## config.mk

```make
export PLATFORM = sky130hd
export DESIGN_NAME = pong_sfx_flat
export DESIGN_NICKNAME = d
export VERILOG_FILES = /design/src/rtl/pong_pkg.sv /design/src/rtl/pong_sfx_if.sv /design/src/rtl/pong_tone_gen.sv /design/src/rtl/pong_sfx.sv /design/src/flat_wrapper.sv
export SDC_FILE = /design/constraint.sdc
export NUM_CORES = 1
export LEC_CHECK = 0
export BUFFER_PORTS_ARGS = -buffer_cell sky130_fd_sc_hd__clkbuf_2
export CAP_MARGIN = 20
export CORE_AREA = 3 3 55 57
export CTS_BUF_LIST = sky130_fd_sc_hd__clkbuf_8
export DETAILED_ROUTE_END_ITERATION = 10
export DIE_AREA = 0 0 58 60
export HOLD_SLACK_MARGIN = 0.12
export PLACE_DENSITY = 0.85
export SETUP_SLACK_MARGIN = 0.3
export SYNTH_ARGS = -nofsm -noshare
export SYNTH_HDL_FRONTEND = slang
export SYNTH_SLANG_ARGS = --single-unit
```

## constraint.sdc

```tcl
create_clock -name clk -period 2.5 [get_ports clk]
set_input_delay 0.5 -clock clk [delete_from_list [all_inputs] [get_ports clk]]
set_output_delay 0.5 -clock clk [all_outputs]
set_load 0.05 [all_outputs]
```

## src/rtl/pong_pkg.sv

```systemverilog
// Shared types and defaults for the pong sound-effect sequencer.
package pong_pkg;

    typedef enum logic [1:0] {
        SND_NONE   = 2'd0,
        SND_WALL   = 2'd1,
        SND_PADDLE = 2'd2,
        SND_SCORE  = 2'd3
    } snd_t;

    typedef enum logic [1:0] {
        ST_IDLE   = 2'd0,
        ST_TONE_A = 2'd1,
        ST_TONE_B = 2'd2
    } state_t;

    localparam int DEF_HALF_LO    = 32768;
    localparam int DEF_HALF_HI    = 16384;
    localparam int DEF_DUR_WALL   = 3;
    localparam int DEF_DUR_PADDLE = 4;
    localparam int DEF_DUR_SCORE  = 8;

    // Sound IDs double as priorities, so the highest rising event wins.
    function automatic snd_t pick_winner(input logic rise_wall,
                                         input logic rise_paddle,
                                         input logic rise_score);
        if (rise_score)  return SND_SCORE;
        if (rise_paddle) return SND_PADDLE;
        if (rise_wall)   return SND_WALL;
        return SND_NONE;
    endfunction

endpackage

```

## src/rtl/pong_sfx_if.sv

```systemverilog
// Game-event inputs and audio/status outputs of the sound sequencer.
interface pong_sfx_if;
    import pong_pkg::*;

    logic frame_tick;
    logic evt_wall;
    logic evt_paddle;
    logic evt_score;
    logic mute;
    logic audio;
    logic busy;
    snd_t cur_snd;

    modport master (
        output frame_tick, evt_wall, evt_paddle, evt_score, mute,
        input  audio, busy, cur_snd
    );

    modport slave (
        input  frame_tick, evt_wall, evt_paddle, evt_score, mute,
        output audio, busy, cur_snd
    );

endinterface

```

## src/rtl/pong_tone_gen.sv

```systemverilog
// Half-period divider: phase toggles every 'half' cycles while clr is low.
module pong_tone_gen (
    input  logic        clk,
    input  logic        rst_n,
    input  logic        clr,
    input  logic [15:0] half,
    output logic        phase
);

    logic [15:0] cnt;

    always_ff @(posedge clk or negedge rst_n) begin
        if (!rst_n) begin
            cnt   <= '0;
            phase <= 1'b0;
        end else if (clr) begin
            cnt   <= '0;
            phase <= 1'b0;
        end else if (cnt == half - 16'd1) begin
            cnt   <= '0;
            phase <= ~phase;
        end else begin
            cnt <= cnt + 16'd1;
        end
    end

endmodule

```

## src/rtl/pong_sfx.sv

```systemverilog
// One-shot beep sequencer: edge-detected game events become prioritised,
// frame-timed square-wave sounds on the audio pin.
module pong_sfx
    import pong_pkg::*;
#(
    parameter int HALF_LO    = DEF_HALF_LO,
    parameter int HALF_HI    = DEF_HALF_HI,
    parameter int DUR_WALL   = DEF_DUR_WALL,
    parameter int DUR_PADDLE = DEF_DUR_PADDLE,
    parameter int DUR_SCORE  = DEF_DUR_SCORE
) (
    input  logic       clk,
    input  logic       rst_n,
    pong_sfx_if.slave  bus
);

    localparam logic [15:0] HALF_LO_W    = 16'(HALF_LO);
    localparam logic [15:0] HALF_HI_W    = 16'(HALF_HI);
    localparam logic [3:0]  DUR_WALL_W   = 4'(DUR_WALL);
    localparam logic [3:0]  DUR_PADDLE_W = 4'(DUR_PADDLE);
    localparam logic [3:0]  DUR_SCORE_W  = 4'(DUR_SCORE);

    logic        evt_wall_q, evt_paddle_q, evt_score_q;
    snd_t        winner;
    state_t      state, state_next;
    snd_t        snd, snd_next;
    logic [3:0]  dur_cnt, dur_load;
    logic        start, to_b, expire;
    logic        tone_clr, phase;
    logic [15:0] half;

    always_ff @(posedge clk or negedge rst_n) begin
        if (!rst_n) begin
            evt_wall_q   <= 1'b0;
            evt_paddle_q <= 1'b0;
            evt_score_q  <= 1'b0;
        end else begin
            evt_wall_q   <= bus.evt_wall;
            evt_paddle_q <= bus.evt_paddle;
            evt_score_q  <= bus.evt_score;
        end
    end

    assign winner = pick_winner(bus.evt_wall & ~evt_wall_q,
                                bus.evt_paddle & ~evt_paddle_q,
                                bus.evt_score & ~evt_score_q);

    always_ff @(posedge clk or negedge rst_n) begin
        if (!rst_n) begin
            state <= ST_IDLE;
            snd   <= SND_NONE;
        end else begin
            state <= state_next;
            snd   <= snd_next;
        end
    end

    // Equal priority restarts the current sound; a start beats a same-cycle expiry.
    always_comb begin
        start      = (winner != SND_NONE) && (winner >= snd);
        expire     = bus.frame_tick && (dur_cnt == 4'd1) && (state != ST_IDLE);
        state_next = state;
        snd_next   = snd;
        to_b       = 1'b0;
        case (winner)
            SND_WALL:   dur_load = DUR_WALL_W;
            SND_PADDLE: dur_load = DUR_PADDLE_W;
            SND_SCORE:  dur_load = DUR_SCORE_W;
            default:    dur_load = 4'd0;
        endcase
        if (start) begin
            state_next = ST_TONE_A;
            snd_next   = winner;
        end else if (expire) begin
            if (state == ST_TONE_A && snd == SND_SCORE) begin
                state_next = ST_TONE_B;
                to_b       = 1'b1;
            end else begin
                state_next = ST_IDLE;
                snd_next   = SND_NONE;
            end
        end
    end

    always_comb begin
        bus.busy    = (state != ST_IDLE);
        bus.cur_snd = snd;
        bus.audio   = phase & ~bus.mute;
        tone_clr    = start || (state_next != state) || (state == ST_IDLE);
        half        = HALF_LO_W;
        if (state == ST_TONE_B || snd == SND_PADDLE) half = HALF_HI_W;
    end

    always_ff @(posedge clk or negedge rst_n) begin
        if (!rst_n) begin
            dur_cnt <= 4'd0;
        end else if (start) begin
            dur_cnt <= dur_load;
        end else if (to_b) begin
            dur_cnt <= DUR_SCORE_W;
        end else if (bus.frame_tick && state != ST_IDLE) begin
            dur_cnt <= dur_cnt - 4'd1;
        end
    end

    pong_tone_gen u_tone (
        .clk   (clk),
        .rst_n (rst_n),
        .clr   (tone_clr),
        .half  (half),
        .phase (phase)
    );

endmodule
```

## src/flat_wrapper.sv

```systemverilog
// flat-port wrapper written by rule: the top's interface ports become plain ports
module pong_sfx_flat import pong_pkg::*;
#(
    parameter int HALF_LO    = DEF_HALF_LO,
    parameter int HALF_HI    = DEF_HALF_HI,
    parameter int DUR_WALL   = DEF_DUR_WALL,
    parameter int DUR_PADDLE = DEF_DUR_PADDLE,
    parameter int DUR_SCORE  = DEF_DUR_SCORE
)
  (clk, rst_n, bus_frame_tick, bus_evt_wall, bus_evt_paddle, bus_evt_score, bus_mute, bus_audio, bus_busy, bus_cur_snd);
  pong_sfx_if bus_i ();
  input  logic clk;
  input  logic rst_n;
  input wire logic [$bits(bus_i.frame_tick)-1:0] bus_frame_tick;
  input wire logic [$bits(bus_i.evt_wall)-1:0] bus_evt_wall;
  input wire logic [$bits(bus_i.evt_paddle)-1:0] bus_evt_paddle;
  input wire logic [$bits(bus_i.evt_score)-1:0] bus_evt_score;
  input wire logic [$bits(bus_i.mute)-1:0] bus_mute;
  output wire logic [$bits(bus_i.audio)-1:0] bus_audio;
  output wire logic [$bits(bus_i.busy)-1:0] bus_busy;
  output wire logic [$bits(bus_i.cur_snd)-1:0] bus_cur_snd;
  assign bus_i.frame_tick = bus_frame_tick;
  assign bus_i.evt_wall = bus_evt_wall;
  assign bus_i.evt_paddle = bus_evt_paddle;
  assign bus_i.evt_score = bus_evt_score;
  assign bus_i.mute = bus_mute;
  assign bus_audio = bus_i.audio;
  assign bus_busy = bus_i.busy;
  assign bus_cur_snd = bus_i.cur_snd;
  pong_sfx #(.HALF_LO(HALF_LO), .HALF_HI(HALF_HI), .DUR_WALL(DUR_WALL), .DUR_PADDLE(DUR_PADDLE), .DUR_SCORE(DUR_SCORE)) u_core (.clk(clk), .rst_n(rst_n), .bus(bus_i));
endmodule
```

# Word level (Yosys, flattened, before mapping)
# Cells that the tools add are included.
[totals]
ff_bits = 28
input_bits = 7
word_cells = 77
[op_classes]
n_mux = 30
n_reduce_logical = 15
n_addsub = 3
order_cmp = 1
eq_ne = 11
n_bitwise = 9
[op_table]
columns = ["cell", "n"]
rows = [
  ["$mux 16", 3],
  ["$mux 2", 12],
  ["$add 16x1->16 const B", 1],
  ["$eq 16x16->1", 1],
  ["$sub 16x1->16 const B", 1],
  ["$mux 4", 3],
  ["$pmux 4 s3", 1],
  ["$mux 1", 11],
  ["$eq 2x2->1 const B", 5],
  ["$reduce_bool 2->1", 4],
  ["$logic_and 1x1->1", 5],
  ["$not 1->1", 5],
  ["$and 1x1->1", 4],
  ["$eq 2x1->1 const B", 2],
  ["$eq 4x1->1 const B", 1],
  ["$sub 4x1->4 const B", 1],
  ["$logic_or 1x1->1", 3],
  ["$reduce_bool 3->1", 1],
  ["$ge 2x2->1", 1],
  ["$logic_not 2->1", 1],
  ["$ne 2x1->1 const B", 1],
  ["$ne 2x2->1", 1],
  ["$reduce_and 2->1", 1],
]

# Longest topological paths before layout
# Gate-level depths: netlist (run 1).
[depth]
word_depth = 16
ltp_mapped = 8
depth_no_buf = 7

# Cells and area by module
# From an unflattened synthesis (run 1), not the netlist that was laid out.
[unflattened]
hier_cells = 247
hier_area_um2 = 2267.2
[by_module_without_submodules]
columns = ["module", "n_inst", "cells_per_inst", "seq_area_each_um2", "area_each_um2"]
rows = [
  ["pong_tone_gen", 1, 176, 425.4, 1547.7],
  ["pong_sfx", 1, 71, 275.3, 719.4],
]

# Least setup slack after synthesis (run 1)
# OpenSTA, ideal clock, no wires.
[synth_timing]
kind = "input -> register"
start = "input bus_evt_wall"
end = "register u_core.u_tone.cnt[10]"
required_time_ns = 2.414
setup_ns = 0.086
slack_ns = 0.275
arrival_ns = 2.139
cell_stages = 8
cell_sequence = "nor2b_1 a21oi_1 ha_1 nand2b_1 a21oi_1 o21ai_1 buf_6 nor3_1"
[synth_via]
elab_chain_len = 14
word_cells_on_any_way = 16
cone_classes = "order compare (1); eq/ne (1); mux (9); bitwise (1); reduce/logical (4)"
[synth_rtl]
columns = ["element", "line_no", "rtl"]
rows = [
  ["from (decl)", "flat_wrapper.sv:15", "input wire logic [$bits(bus_i.evt_wall)-1:0] bus_evt_wall;"],
  ["$and 1x1->1 *", "pong_sfx.sv:44", "assign winner = pick_winner(bus.evt_wall & ~evt_wall_q,"],
  ["$mux 1 (2 in series)", "pong_pkg.sv:29", "if (rise_wall) return SND_WALL;"],
  ["$mux 1", "pong_pkg.sv:28", "if (rise_paddle) return SND_PADDLE;"],
  ["$mux 2 *", "pong_pkg.sv:30", "return SND_NONE;"],
  ["$mux 2 *", "pong_pkg.sv:29", ""],
  ["$mux 2 *", "pong_pkg.sv:28", ""],
  ["$ge 2x2->1 / $reduce_bool 2->1 (equally long branches)", "pong_sfx.sv:60", "start = (winner != SND_NONE) && (winner >= snd);"],
  ["$logic_and 1x1->1 *", "pong_sfx.sv:60", ""],
  ["$mux 2", "pong_sfx.sv:71", "if (start) begin"],
  ["$ne 2x2->1", "pong_sfx.sv:89", "tone_clr = start || (state_next != state) || (state == ST_IDLE);"],
  ["$logic_or 1x1->1 * (2 in series)", "pong_sfx.sv:89", ""],
  ["$mux 16 *", "pong_tone_gen.sv:16", "end else if (clr) begin"],
  ["to (signal assigned)", "pong_tone_gen.sv:23", "cnt <= cnt + 16'd1;"],
  ["to (decl)", "pong_tone_gen.sv:10", "logic [15:0] cnt;"],
]
# Every way passes the cells marked *; elsewhere a longest branch is shown, timed or not. The select of a mux whose other input is x is not followed.
# A chain may end at the register's enable or synchronous reset.

# Worst setup path in the final report (run 1)
[layout_timing]
start = "register u_core.u_tone.cnt[0]"
end = "register u_core.u_tone.cnt[2]"
[layout_via]
elab_chain_len = 3
word_cells_on_any_way = 4
cone_classes = "add/sub (1); eq/ne (1); mux (2)"
[layout_rtl]
columns = ["element", "line_no", "rtl"]
rows = [
  ["$add 16x1->16 / $eq 16x16->1 (equally long branches)", "pong_tone_gen.sv:23, pong_tone_gen.sv:19", ""],
  ["$mux 16 *", "pong_tone_gen.sv:19", "end else if (cnt == half - 16'd1) begin"],
  ["$mux 16 *", "pong_tone_gen.sv:16", ""],
]
# Every way passes the cells marked *; elsewhere a longest branch is shown, timed or not.

==> impl_metrics.py, run 1 <==
metrics = {
    "global_routing": {
        "grt-ovfl-total": 0,
        "grtUsageTotal": 0.1888,
        "grt_pass1_vias": 1142,
        "use_met2": 0.3097,
        "grt_max_degree": 29,
        "antenna_found_initial": 0,
        "met3_usage": 0.02592,
        "busiest_layer": "met2",
        "grt_pass1_wl_um": 5037,
        "grt_use_met1": 0.2414,
    },
    "worst_setup_path": {
        "ff2ff_path_depth": 6,
        "critPathLaunch": "u_core.u_tone.cnt[0]",
        "reg2reg_from": "u_core.u_tone.cnt[0]",
        "endpoint": "u_core.u_tone.cnt[2]",
        "crit_required_ns": 2.63,
        "end_kind": "flop",
        "r2r-end": "u_core.u_tone.cnt[2]",
        "cp_max_fo": 11,
        "worstSetupPathType": "flop to flop",
        "cp_data_arrival_time_ns": 2.21,
        "r2r_setup_slack_ns": 0.42,
        "start_kind": "flop",
    },
    "clocking": {
        "cts_tree": "done",
        "clockBufferDepth": 2,
        "cts_sinks": 28,
        "htreeDepth": 1,
        "path_clk_slew_ns": 0.10,
        "clkLatencyLatePin_ns": 0.28,
        "root_buffer": "clkbuf_8",
        "ctsHoldBuffers": 0,
        "numCtsBuffers": 3,
    },
    "synthesis": {
        "synth_top_family_by_area": "simple AND/OR/NAND/NOR gates",
        "synth_adder_area_share": 0.04055,
        "synth_seq_cells": 28,
        "synth_ff_type": "dfrtp_1",
        "synth-xor-area-share": 0.07948,
        "synthArstFlopShare": 1.000,
        "synthCells": 152,
        "ys_seq_area_frac": 0.4542,
        "synth.avg_cell_area_um2": 10.15,
        "synthesis.area_mm2": 0.001543,
        "synth_fp_nets": 164,
        "synth_mux_area_frac": 0.01298,
        "synth_compound_area_frac": 0.1265,
        "synth_warnings": 0,
        "synthDistinctLibCells": 42,
        "synth_simple_gate_area_frac": 0.2514,
        "synth_edf_count": 0,
    },
    "pwr": {
        "power.total_uw": 1694,
        "seqPwrFrac": 0.373,
        "intPower_uw": 1021,
        "clkPwrFrac": 0.209,
        "netSwitchingPower_uw": 672.7,
        "p_per_area_mw_per_mm2": 978.1,
        "vdd_drop_max_mv": 0.8849,
        "leakage_uw": 0.0007314,
        "comb_power_share": 0.417,
        "switching_share": 0.3972,
    },
    "die": {
        "die_area_mm2": 0.003480,
        "start_util": 0.6116,
        "die_height_um": 60,
        "core-area_mm2": 0.002522,
        "rows": 18,
        "io_pins": 11,
        "die_w_um": 58,
    },
    "cells_and_area": {
        "area_delta_synth_final_pct": 12.25,
        "diodes": 0,
        "final_common_cell": "dfrtp_1",
        "final_nets": 181,
        "final_cells": 198,
        "drive_above_1_share": 0.1786,
        "final_cell_mix": "dfrtp_1, nor3_1, clkbuf_2",
    },
    "timing": {
        "slew_viol_final": 0,
        "clock_skew_ns": 0.006057,
        "finalCritPeriodShare": 0.8301,
        "min_period_ns": 2.075,
        "fmax_ghz": 0.4819,
        "setup-violations-final": 0,
        "hold_viol": 0,
        "relSlewSlack": 0.5561,
        "rsz0062_at_grt": "false",
        "worst_pin_slew_ns": 0.6659,
        "finalWorstSetupSlack_ns": 0.4248,
    },
    "routing": {
        "drc": 0,
        "finalWirelength_um": 3069,
        "num_vias": 1227,
        "post_drt_wl_per_cell_um": 15.50,
        "vias_per_cell": 6.197,
        "drt_iter0_markers": 55,
        "ant_nets": 0,
        "first_pass_iters": 4,
    },
    "outcome": {
        "status": "finished clean",
    },
    "placed_design": {
        "place_ws_ns": -0.07012,
        "dp_hpwl_um": 2226,
        "globalplace.congestion": 0.9135,
        "placed_cells": 193,
        "port_buffers": 10,
    },
    "worst_hold_path": {
        "hold_path.class": "input pin to asynchronous set/reset pin",
    },
    "flow_run": {
        "drv_cap": 0,
    },
}
## registers in the layout, summed over array words and instances (netlist names)
signal               cells
u_core.evt_score_q       1
u_core.state             2
u_core.evt_paddle_q      1
u_core.u_tone.phase      1
u_core.u_tone.cnt       16
u_core.bus.cur_snd       2
u_core.evt_wall_q        1
u_core.dur_cnt           4
## final cells by class
type | instances | area (um^2)
Clock buffer | 3 | 41.29
Timing Repair Buffer | 15 | 87.58
Clock inverter | 1 | 30.03
Sequential cell | 28 | 700.7
Fill cell | 206 | 790.8
Tap cell | 30 | 37.54
Inverter | 7 | 26.28
Multi-Input combinational cell | 114 | 808.3
## worst min path at each step
| stage | start | endpoint | slack (ns) | cells past startpoint |
|---|---|---|---|---|
| floorplan | rst_n | u_core.bus.cur_snd[0] | 0.20 | 0 |
| global placement | u_core.u_tone.cnt[0] | u_core.u_tone.cnt[0] | 0.48 | 1 |
| detailed placement | u_core.u_tone.cnt[0] | u_core.u_tone.cnt[0] | 0.49 | 1 |
| CTS | rst_n | u_core.u_tone.cnt[11] | 0.27 | 1 |
| global route | rst_n | u_core.u_tone.cnt[11] | 0.29 | 1 |
| finish | rst_n | u_core.u_tone.cnt[8] | 0.24 | 1 |
## synth_stat cells (3+ instances only)
library cell / number / area share
a21oi_1: 4 / 0.013
dfrtp_1: 28 / 0.45
ha_1: 5 / 0.041
inv_1: 7 / 0.017
nand2_1: 7 / 0.017
nand2b_1: 4 / 0.016
nand3_1: 9 / 0.029
nand4_1: 3 / 0.012
nor2_1: 8 / 0.019
nor2b_1: 4 / 0.016
nor3_1: 17 / 0.055
nor3b_1: 3 / 0.015
o211ai_1: 3 / 0.015
o21ai_0: 3 / 0.0097
xnor2_1: 7 / 0.040
xor2_1: 7 / 0.040
## what timing repair did
action                                  4_1_cts  5_1_grt
setup buffers                                 1        0
pin swaps                                     1        0
endpoints found under the setup margin       16       15
gates resized for setup                       1        3
## per-layer routing
metal,wire (um),vias up
met1,1413,600
met2,1499,25
met5,0,-
met3,74,9
met4,81,0
li1,-,593
## power groups by stage
| stage | sequential, uW | combinational, uW | clock, uW |
|---|---|---|---|
| floorplan | 671 | 476 | 0 |
| global placement | 630 | 638 | 0 |
| detailed placement | 635 | 673 | 0 |
| CTS | 627 | 680 | 359 |
| global route | 642 | 780 | 374 |
| finish | 632 | 707 | 355 |
## worst max-delay path, stage by stage, from the launching register on
cell	delay [ns]
dfrtp_1	0.40
ha_2	0.23
nand4_2	0.17
or4_4	0.60
a211oi_4	0.23
buf_4	0.21
nor3_1	0.08
## logic make-up (layout without fill, tap and decap cells)
group	after synthesis	in the layout
adders and majority gates	5	5
xor gates and xnor gates	14	14
AOI/OAI and AO/OA	26	26
and+or+nand+nor	67	67
DFF	28	28
muxes	2	2
buffers and inverters	10	26
## per-stage QoR
stage	util	area [um^2]	hold slack, ns	TNS (ns)
4_1_cts	0.6815	1719	0.2661	0
3_5_place_dp	0.6488	1637	0.4896	-0.5677
6_report	0.6865	1732	0.2375	0
3_3_place_gp	0.6488	1637	0.4777	0
5_1_grt	0.6865	1732	0.2896	0
2_1_floorplan	-	1546	0.2044	0
(Power assumes the default switching activity.)
==> run 2, diff against run 1 <==
Clock period 2.5 ns to 2.2 ns, I/O delays scaled along.
==> impl_metrics.py, run 2 (synthesized netlist as in run 1, its figures left out) <==
metrics = {
    "global_routing": {
        "met3_usage": 0.03240,
        "grt-ovfl-total": 0,
        "busiest_layer": "met2",
        "grt_pass1_wl_um": 5789,
        "grt_pass1_vias": 1294,
        "grtUsageTotal": 0.2205,
        "antenna_found_initial": 0,
        "grt_use_met1": 0.2417,
        "use_met2": 0.4016,
        "grt_max_degree": 29,
    },
    "cells_and_area": {
        "reg_top3": "u_core.u_tone.cnt x16, u_core.dur_cnt x4",
        "design_area_mm2": 0.001998,
        "final_common_cell": "dfrtp_1",
        "diodes": 0,
        "final_cell_mix": "dfrtp_1, nor3_1, buf_4",
        "drive_above_1_share": 0.3352,
        "largest_reg_flops": 16,
        "area_delta_synth_final_pct": 29.52,
        "top_register": "u_core.u_tone.cnt",
        "regArea_um2": 700.7,
        "multi_input_area_um2": 965.9,
        "filler_cell_count": 143,
        "final_nets": 195,
    },
    "routing": {
        "finalWirelength_um": 4197,
        "num_vias": 1382,
        "drc": 0,
        "drt_iter0_markers": 100,
        "ant_nets": 0,
        "first_pass_iters": 5,
        "vias_per_cell": 6.519,
        "post_drt_wl_per_cell_um": 19.80,
    },
    "die": {
        "die_height_um": 60,
        "die_area_mm2": 0.003480,
        "start_util": 0.6116,
        "die_w_um": 58,
        "rows": 18,
        "io_pins": 11,
        "core-area_mm2": 0.002522,
    },
    "pwr": {
        "vdd_drop_max_mv": 0.8499,
        "leakage_uw": 0.0008461,
        "p_per_area_mw_per_mm2": 1131,
    },
    "worst_hold_path": {
        "hold_path.class": "input pin to asynchronous set/reset pin",
    },
    "placed_design": {
        "dp_hpwl_um": 2196,
        "port_buffers": 10,
        "placed_area_mm2": 0.001658,
        "globalplace.congestion": 0.8957,
    },
    "worst_setup_path": {
        "crit_required_ns": 2.40,
        "cp_data_arrival_time_ns": 2.22,
        "end_kind": "flop",
        "worstSetupPathType": "flop to flop",
        "start_kind": "flop",
        "cp_max_fo": 8,
    },
    "timing": {
        "setup_tns_ns": 0,
        "rsz0062_at_grt": "true",
        "hold_viol": 0,
        "min_period_ns": 2.021,
        "setup-violations-final": 0,
        "finalCritPeriodShare": 0.9185,
        "worst_pin_slew_ns": 0.7017,
        "fmax_ghz": 0.4949,
        "clock_skew_ns": 0.003235,
        "relSlewSlack": 0.5322,
        "slew_viol_final": 0,
    },
    "flow_run": {
        "drv_cap": 0,
    },
    "clocking": {
        "htreeDepth": 1,
        "ctsHoldBuffers": 0,
        "cts_sinks": 28,
        "path_clk_slew_ns": 0.10,
        "root_buffer": "clkbuf_8",
        "clockBufferDepth": 2,
        "cts_tree": "done",
        "numCtsBuffers": 3,
        "clkLatencyLatePin_ns": 0.28,
    },
    "outcome": {
        "status": "finished clean",
    },
}
## run 2: changes by cell type in the layout (fill, tap and decap cells not counted), moves of 3 or more
cell,delta
buf_4,+10
buf_6,+3
nand2b_1,-3
nand2b_4,+3
## run 2: metal layers
metal,part of all wire,vias up
met4,0.030,0
met1,0.41,690
met3,0.034,15
li1,-,619
met5,0,-
met2,0.53,58
## run 2: layout make-up
type | instances | area share
multi-input combinational | 115 | 0.4834
clock buffer | 3 | 0.02066
inverter | 7 | 0.01315
timing repair buffer | 28 | 0.09831
clock inverter | 1 | 0.01503
sequential | 28 | 0.3507
tap | 30 | 0.01879
## run 2: what timing repair did
item / in CTS / in global routing
buffers inserted: 2 / 11
setup endpoints to repair: 23 / 24
gates resized for setup: 7 / 22
gates cloned: 1 / 1
pin swaps: 4 / 6
## run 2: per-stage QoR
| step | setup WS (ns) | std cells | hold WS [ns] | utilization | power (uW) |
|---|---|---|---|---|---|
| finish | 0.1794 | 212 | 0.1898 | 0.7922 | 2260 |
| global route | 0.1223 | 212 | 0.2275 | 0.7922 | 2357 |
| CTS | 0.3081 | 200 | 0.2062 | 0.7073 | 1947 |
| floorplan | 0.3072 | 152 | 0.1444 | - | 1348 |
| global placement | 0.1055 | 193 | 0.4862 | 0.6572 | 1474 |
| detailed placement | 0.05508 | 193 | 0.4977 | 0.6572 | 1498 |
## run 2: final timing paths
path                                       start                    end  slack [ns]  cells past startpoint
max                         u_core.u_tone.cnt[0]    u_core.u_tone.phase        0.18                      6
min                                        rst_n   u_core.u_tone.cnt[4]        0.19                      1
max reg2reg                 u_core.u_tone.cnt[0]    u_core.u_tone.phase        0.18                      6
min reg2reg                u_core.u_tone.cnt[10]  u_core.u_tone.cnt[10]        0.60                      2
max in group asynchronous                  rst_n  u_core.u_tone.cnt[12]        1.56                      1
min in group clk                    bus_evt_wall      u_core.evt_wall_q        0.29                      1
## run 2: power breakdown
part	switching [uW]	total [uW]	leakage (uW)	internal (uW)
combinational	635	1110	0.000447	475
sequential	127	740	0.000364	613
clock	166	410	0.0000357	244
## run 2: worst max-delay path, stage by stage, from the launching register on
cell      delay, ns
dfrtp_1        0.43
ha_4           0.18
nand4_4        0.11
or4_4          0.46
a211oi_4       0.33
buf_6          0.20
mux2i_1        0.23
==> run 3, diff against run 2 <==
Settings changed: CORE_AREA 3 3 55 57 to 3 3 66 68, DIE_AREA 0 0 58 60 to 0 0 69 71, PLACE_DENSITY 0.85 to 0.84, SYNTH_HIERARCHICAL set to 1.
==> impl_metrics.py, run 3 <==
metrics = {
    "global_routing": {
        "grt_pass1_wl_um": 10150,
        "grt_pass1_vias": 2151,
        "antenna_found_initial": 0,
        "grt-ovfl-total": 0,
        "grtUsageTotal": 0.2523,
        "grt_max_degree": 29,
    },
    "synthesis": {
        "yosysMostFrequentCell": "dfrtp_1",
        "synth_seq_cells": 28,
        "ys_seq_area_frac": 0.3091,
        "synth.area.top_cells": "dfrtp_1, xor2_1, xnor2_1",
        "synthArstFlopShare": 1.000,
        "synth.avg_cell_area_um2": 9.179,
        "synthCells": 247,
        "synth_area_leader_cell": "dfrtp_1",
        "synthDistinctLibCells": 72,
        "synth_common_cells": "dfrtp_1, nor3_1, xor2_1",
        "synth_edf_count": 0,
        "synth_ff_type": "dfrtp_1",
        "synth_top_area_frac": 0.3091,
        "synthesis.area_mm2": 0.002267,
        "synth_warnings": 6,
    },
    "routing": {
        "num_vias": 2185,
        "drt_iter0_markers": 148,
        "vias_per_cell": 5.603,
        "first_pass_iters": 4,
        "post_drt_wl_per_cell_um": 15.79,
        "drc": 0,
        "ant_nets": 0,
        "finalWirelength_um": 6157,
    },
    "cells_and_area": {
        "reg_top3": "u_core/u_tone/cnt x16, u_core/dur_cnt x4",
        "diodes": 0,
        "area_delta_synth_final_pct": 35.76,
        "final_common_cell": "conb_1",
        "filler_cell_count": 249,
        "final_cell_mix": "conb_1, buf_4, dfrtp_1",
        "final_nets": 353,
        "utilization": 0.7864,
        "drive_above_1_share": 0.3088,
        "largest_reg_flops": 16,
        "top_register": "u_core/u_tone/cnt",
    },
    "placed_design": {
        "port_buffers": 10,
        "dp_hpwl_um": 3860,
        "globalplace.congestion": 0.8470,
    },
    "pwr": {
        "power.total_uw": 2420,
        "vdd_drop_max_mv": 0.6999,
        "p_per_area_mw_per_mm2": 786.3,
        "leakage_uw": 0.001343,
    },
    "die": {
        "core-area_mm2": 0.003914,
        "die_height_um": 71,
        "rows": 23,
        "die_w_um": 69,
        "die_area_mm2": 0.004899,
        "start_util": 0.5793,
        "io_pins": 11,
    },
    "timing": {
        "hold_viol": 0,
        "finalCritPeriodShare": 0.9637,
        "min_period_ns": 2.120,
        "rsz0062_at_grt": "true",
        "setup-violations-final": 0,
        "slew_viol_final": 0,
        "clock_skew_ns": 0.003961,
        "fmax_ghz": 0.4717,
        "relSlewSlack": 0.5040,
        "setup_tns_ns": 0,
        "worst_pin_slew_ns": 0.7440,
    },
    "clocking": {
        "htreeDepth": 1,
        "path_clk_slew_ns": 0.10,
        "ctsHoldBuffers": 0,
        "root_buffer": "clkbuf_8",
        "clkLatencyLatePin_ns": 0.28,
        "clockBufferDepth": 2,
        "cts_tree": "done",
        "cts_sinks": 28,
        "numCtsBuffers": 3,
    },
    "outcome": {
        "status": "finished clean",
    },
    "worst_setup_path": {
        "crit_chain": "inv_2 > buf_4 > ha_4 > or4_4 > and2_4 > nand3b_1 > buf_6 > nor3_2",
        "crit_required_ns": 2.41,
        "end_kind": "flop",
        "cpMaxStageDelayCell": "or4_4",
        "slowest_delay_ns": 0.49,
        "cp_data_arrival_time_ns": 2.33,
        "worstSetupPathType": "flop to flop",
        "cp_max_fo": 5,
        "start_kind": "flop",
    },
    "worst_hold_path": {
        "hold_path.class": "input pin to asynchronous set/reset pin",
    },
    "flow_run": {
        "drv_cap": 0,
    },
}
## run 3: changes by cell type in the layout (fill, tap and decap cells not counted), sizes merged, moves of 4 or more
cell	previous run	this run
nand2	7	11
nor2	8	15
xor2	7	18
a211o	0	4
inv	7	12
buf	18	33
xnor2	7	14
nand4	4	10
conb	0	57
nor3	17	21
## run 3: report_power, final
part           switching, uW  leakage [uW]  internal (uW)
clock network            170     0.0000269            126
logic                    777      0.000953            637
registers               98.3      0.000363            613
## run 3: metal layers
metal  wire length, um  global-route usage  vias to the layer above
li1                  -                   -                     1030
met5                 0                   0                        -
met1              2600              0.3333                     1063
met3               329             0.02415                       14
met2              3118              0.4396                       78
met4               109             0.07592                        0
## run 3: cells by family (layout without fill, tap and decap cells)
kind of cell / after synthesis / after routing / synth area share
AOI/OAI and AO/OA: 40 / 40 / 0.1518
xor gates and xnor gates: 32 / 32 / 0.1236
adders and majority gates: 5 / 5 / 0.02759
buffers and inverters: 22 / 59 / 0.04470
DFF: 28 / 28 / 0.3090
muxes: 4 / 4 / 0.01876
other: 1 / 57 / 0.001654
and+or+nand+nor: 115 / 115 / 0.3228
## run 3: worst max-delay path, delay by kind of cell (launching register included)
| kind | cells | cell delay (ns) |
|---|---|---|
| buf+inv | 3 | 0.42 |
| simple gates | 4 | 1.10 |
| flops | 1 | 0.38 |
| fa+ha+maj | 1 | 0.15 |
## run 3: worst paths after layout
kind	from	endpoint	slack (ns)	cells past startpoint
setup / recovery	u_core/bus.cur_snd[1]	u_core/u_tone/cnt[4]	0.08	8
hold / removal	rst_n	u_core/dur_cnt[2]	0.20	1
setup reg to reg	u_core/bus.cur_snd[1]	u_core/u_tone/cnt[4]	0.08	8
hold reg to reg	u_core/dur_cnt[1]	u_core/dur_cnt[1]	0.58	1
max in group asynchronous	rst_n	u_core/bus.cur_snd[0]	1.48	1
min in group clk	bus_evt_score	u_core/evt_score_q	0.28	1
## run 3: through the flow
step           hold WS [ns]  cell area [um^2]  std cells  worst slack [ns]
6_report             0.1991              3078        390           0.07986
5_1_grt              0.2446              3078        390           0.01034
2_1_floorplan        0.1444              2587        303          -0.07225
4_1_cts              0.2175              2962        385            0.1130
3_5_place_dp         0.5261              2804        376           -0.1568
3_3_place_gp         0.5099              2804        376          -0.06333
## run 3: area by class of cell
type / count / area, um^2 / share of cell area
Clock buffer: 3 / 41.29 / 0.01341
Tap cell: 50 / 62.56 / 0.02033
Sequential cell: 28 / 703.2 / 0.2285
Inverter: 11 / 41.29 / 0.01341
Timing Repair Buffer: 44 / 354.1 / 0.1150
Multi-Input combinational cell: 253 / 1872 / 0.6081
Clock inverter: 1 / 3.754 / 0.001220
## run 3: repair_timing
action	4_1_cts	5_1_grt
pin swaps	6	6
cloned	1	1
gates resized for setup	17	14
setup buffers	4	4
hold endpoints to repair	0	0
setup endpoints to repair	23	25
